[src/rtl/freq_detect.sv]
// Peak-bin detector: after each FFT frame, scans channel-1 RAM for the largest |X|^2 in [BIN_LO, BIN_HI].
// Optional: define FREQDET_THRESH_EN to drop frames whose peak power is below MIN_PWR.
module freq_detect #(
   parameter int unsigned BIN_LO  = 1,
   parameter int unsigned BIN_HI  = 511,
   parameter int unsigned RAM_LAT = 2,
   parameter logic [27:0] MIN_PWR = 28'd4096
) (
   input  logic        clk,
   input  logic        reset,
   input  logic        fftdone,
   input  logic [27:0] ramq1,
   output logic [9:0]  rdaddr1,
   output logic [9:0]  maxbin,
   output logic [27:0] maxpwr,
   output logic        detectdone,
   output logic        busy,
   output logic        overrun
);

   typedef enum logic [1:0] {IDLE, SCAN, DRAIN, COMPLETE} state_t;

   localparam logic [9:0] LO         = 10'(BIN_LO);
   localparam logic [9:0] HI         = 10'(BIN_HI);
   localparam logic [2:0] DRAIN_LAST = 3'(RAM_LAT - 1);

   state_t             state, state_next;
   logic [RAM_LAT-1:0] tag_vld;
   logic [9:0]         tag_bin [RAM_LAT];
   logic [2:0]         drain_cnt;
   logic [27:0]        run_pwr, cand_pwr;
   logic [9:0]         run_bin, cand_bin;
   logic signed [13:0] re, im;
   logic [27:0]        re_sq, im_sq, pwr;
   logic               pass;

   // Each square is at most 2^26, so the 28-bit sum cannot overflow.
   assign re    = ramq1[27:14];
   assign im    = ramq1[13:0];
   assign re_sq = re * re;
   assign im_sq = im * im;
   assign pwr   = re_sq + im_sq;

   // NOTE: every combinational output gets a default first so no path leaves it unassigned (no latch).
   always_comb begin
      cand_pwr = run_pwr;
      cand_bin = run_bin;
      if (tag_vld[RAM_LAT-1] && (pwr > run_pwr)) begin
         cand_pwr = pwr;
         cand_bin = tag_bin[RAM_LAT-1];
      end
   end

`ifdef FREQDET_THRESH_EN
   assign pass = (cand_pwr >= MIN_PWR);
`else
   assign pass = 1'b1;
`endif

   assign busy       = (state == SCAN) || (state == DRAIN);
   assign detectdone = (state == COMPLETE);

   // NOTE: sequential state uses non-blocking assignments so all registers update from pre-edge values.
   always_ff @(posedge clk) begin
      if (reset) state <= IDLE;
      else       state <= state_next;
   end

   always_comb begin
      state_next = state;
      unique case (state)
         IDLE, COMPLETE: if (fftdone) state_next = SCAN;
         SCAN:           if (rdaddr1 == HI) state_next = DRAIN;
         DRAIN:          if (drain_cnt == DRAIN_LAST) state_next = pass ? COMPLETE : IDLE;
         default:        state_next = IDLE;
      endcase
   end

   // NOTE: the tag pipeline is reset so a mid-scan reset cannot leak stale valids into the next frame.
   always_ff @(posedge clk) begin
      if (reset) begin
         rdaddr1   <= '0;
         maxbin    <= '0;
         maxpwr    <= '0;
         overrun   <= 1'b0;
         drain_cnt <= '0;
         run_pwr   <= '0;
         run_bin   <= '0;
         tag_vld   <= '0;
         for (int i = 0; i < RAM_LAT; i++) tag_bin[i] <= '0;
      end else begin
         if (fftdone && busy) overrun <= 1'b1;

         tag_vld[0] <= (state == SCAN);
         tag_bin[0] <= rdaddr1;
         for (int i = 1; i < RAM_LAT; i++) begin
            tag_vld[i] <= tag_vld[i-1];
            tag_bin[i] <= tag_bin[i-1];
         end

         unique case (state)
            IDLE, COMPLETE: begin
               if (fftdone) begin
                  rdaddr1   <= LO;
                  run_pwr   <= '0;
                  run_bin   <= LO;
                  drain_cnt <= '0;
               end
            end
            SCAN: begin
               run_pwr <= cand_pwr;
               run_bin <= cand_bin;
               if (rdaddr1 != HI) rdaddr1 <= rdaddr1 + 10'd1;
            end
            DRAIN: begin
               run_pwr   <= cand_pwr;
               run_bin   <= cand_bin;
               drain_cnt <= drain_cnt + 3'd1;
               // Last sample is compared this cycle; publish it directly from the compare result.
               if (drain_cnt == DRAIN_LAST) begin
                  if (pass) begin
                     maxbin  <= cand_bin;
                     maxpwr  <= cand_pwr;
                     rdaddr1 <= cand_bin;
                  end else begin
                     rdaddr1 <= maxbin;
                  end
               end
            end
            default: ;
         endcase
      end
   end

endmodule

[config.mk]
export PLATFORM = sky130hd
export DESIGN_NAME = freq_detect
export DESIGN_NICKNAME = d
export VERILOG_FILES = /design/src/rtl/freq_detect.sv
export SDC_FILE = /design/constraint.sdc
export NUM_CORES = 1
export LEC_CHECK = 0
export ABC_AREA = 1
export BUFFER_PORTS_ARGS = -buffer_cell sky130_fd_sc_hd__buf_2
export CORE_UTILIZATION = 43
export DETAILED_ROUTE_END_ITERATION = 10
export PLACE_DENSITY = 0.63
export SYNTH_ARGS = -nofsm -noshare
export SYNTH_HDL_FRONTEND = slang
export SYNTH_SLANG_ARGS = --single-unit
[constraint.sdc]
create_clock -name clk -period 9.9 [get_ports clk]
set_clock_uncertainty 0.15 [all_clocks]
set_input_delay 1.485 -clock clk [delete_from_list [all_inputs] [get_ports clk]]
set_output_delay 1.485 -clock clk [all_outputs]
set_load 0.01 [all_outputs]
==> out/results.ini <==
[outcome]
status=finished, final reports clean

[sta]
period_minus_slack_ns=9.37
tightest_slew_ns=0.707
period_share=0.947
holdWs_ns=0.249
max_freq_mhz=107
rsz0062_at_grt=false
hold_viol=0
drv_slew=0
finalSetupViolCount=0
relSlewSlack=0.526

[yosys]
synth_ff_type=dfxtp_1
post-synth-top-area-cell=fa_1
syn_inst=2358
syn-num-nets=2948
yosysWarnings=0
async_flop_share=0
yosys-top-cells-count=inv_1, nand2_1, fa_1, ha_1, dfxtp_1
yosysTopAreaCellShare=0.410
syn-mean-instance-area_um2=8.24
ys_ff_latch=114
syn_area_um2=19400
synth-edff-count=0
ys_seq_area_frac=0.117
synthTopCellsByArea=fa_1, inv_1, dfxtp_1
synth_cell_types=38
synth_most_common_cell=inv_1

[global_route]
grt_overflow_total=0
antenna_found_initial=1
grt_pass1_wl_um=77300
grt_max_degree=52
grtUsageTotal=0.208
grt_pass1_vias=15600

[drt]
first_pass_iters=8
wl_um=45300
wl_met3_um=1600
m1WireLength_um=19900
drt_iter0_markers=841
vias=14600
drc=0
final_antenna_net_count=0
wl_per_cell_um=14.9
via_per_inst=4.81
wl_met2_um=23000
highest_layer=met5

[finish]
fin_util=0.479
final_nets=3016
area_growth_pct=9.52
finalNonFillerCells=3031
drive_gt1_frac=0.0693
postLayoutCellArea_um2=21300
num_antenna_cells=0
fillCellCount=4259

[placed_design]
postPlaceCellArea_um2=20600
dp_hpwl_um=38500
numPlacedInstances=2999
gp_congestion=0.897
io_buffers=81

[cts]
hold_buffers=0
htreeDepth=4
cts_root_buffer=clkbuf_16
cts_tree=done
clk_path_buf_depth=2
insertion_delay_ns=0.42
clk_pin_slew_ns=0.06
cts_buffers=17
clkSinkCount=114

[min_path]
min_to=tag_bin[0][19]
hold_depth=2
hp-start=tag_bin[0][9]
holdCritPathClass=flop to flop

[worst_setup_path]
path_common_cell=nand2_1
cp.arrival_ns=9.58
startpoint=ramq1[15]
worstRegToRegCells=12
r2r_slack_ns=6.72
worstSetupEndpointType=flop
cpPeakStageDelay_ns=0.70
cp.required_ns=10.11
slowest_stage=fa_1
start_kind=input port
worstSetupPathType=input port to flop
r2r_start=state[0]
timing.rr.end=rdaddr1[6]
critPathMaxFanout=12

[die]
die_w_um=215
die_area_um2=46000
core_um2=44400
io_pins=82
fp.dieH_um=215
start_util=0.438
num_rows=77

[job]
max_cap_violations=0

==> per-layer routing <==
metal | track usage | up-vias
met3 | 0.0196 | 53
met5 | 0 | -
met4 | 0.0471 | 2
met1 | 0.281 | 7220
met2 | 0.362 | 280
li1 | - | 7010
==> per-stage QoR <==
| step | TNS [ns] | worst slack, ns |
|---|---|---|
| 4_1_cts | 0 | 0.321 |
| 3_3_place_gp | 0 | 0.0537 |
| 6_report | 0 | 0.530 |
| 2_1_floorplan | 0 | 0.714 |
| 3_5_place_dp | -0.496 | -0.0708 |
| 5_1_grt | 0 | 0.00326 |
==> worst max-delay path: cells and delay by family <==
kind,cells,cell delay [ns]
AND/OR/NAND/NOR,18,1.86
AO/OA/AOI/OAI,1,0.26
buffers and inverters,8,1.07
adder cells (fa/ha/maj),10,4.90
==> how the worst max path moves through the flow <==
stage / slack [ns] / end
after floorplan: 0.71 / maxpwr[11]
after global placement: 0.05 / run_pwr[6]
after detailed placement: -0.07 / run_pwr[6]
after CTS: 0.32 / run_pwr[6]
after global routing: 0.003 / rdaddr1[8]
final: 0.53 / rdaddr1[5]
==> cell type report <==
class                   instances  area [um^2]  share of cell area
flip-flops and latches        114         2280               0.107
clock inverters                11          198             0.00929
repair buffers                117          707              0.0332
clock buffers                  21          480              0.0226
multi-input cells            1508        14400               0.675
inverters                     668         2510               0.118
well taps                     592          741              0.0348
==> timing repair <==
item | CTS | global route
endpoints found under the setup margin | 0 | 74
setup buffers | 0 | 0
gates resized for setup | 0 | 4
==> sequential cells by signal, indices dropped and copies added, names as in the netlist <==
register and flops:
run_bin 10, drain_cnt 3, overrun 1, maxpwr 28, tag_vld 2, tag_bin 20, rdaddr1 10, run_pwr 28
state 2, maxbin 10
==> cells in the final DEF (no fill, tap or decap), types with 9 or more instances in the layout <==
cell,n
buf_2,80
xor2_1,26
buf_4,33
o21ai_0,60
fa_1,397
clkbuf_16,17
dfxtp_1,114
o21ai_1,18
o21a_1,9
xnor2_1,13
o21bai_1,32
a21oi_1,63
nor2_1,87
nand3_1,69
ha_1,161
inv_1,661
nand2_1,512
o31ai_1,12
==> cells by family (layout without fill, tap and decap cells) <==
| family | after synthesis | after routing | synth area share |
|---|---|---|---|
| xor+xnor | 39 | 39 | 0.0176 |
| buf+inv | 736 | 817 | 0.144 |
| fa+ha+maj | 559 | 559 | 0.514 |
| compound gates | 212 | 212 | 0.0639 |
| flops | 114 | 114 | 0.117 |
| simple gates | 698 | 698 | 0.144 |
Power is left out: the tool's default activity adds up to more than one toggle a clock period on the data nets, which glitch-free logic cannot reach.
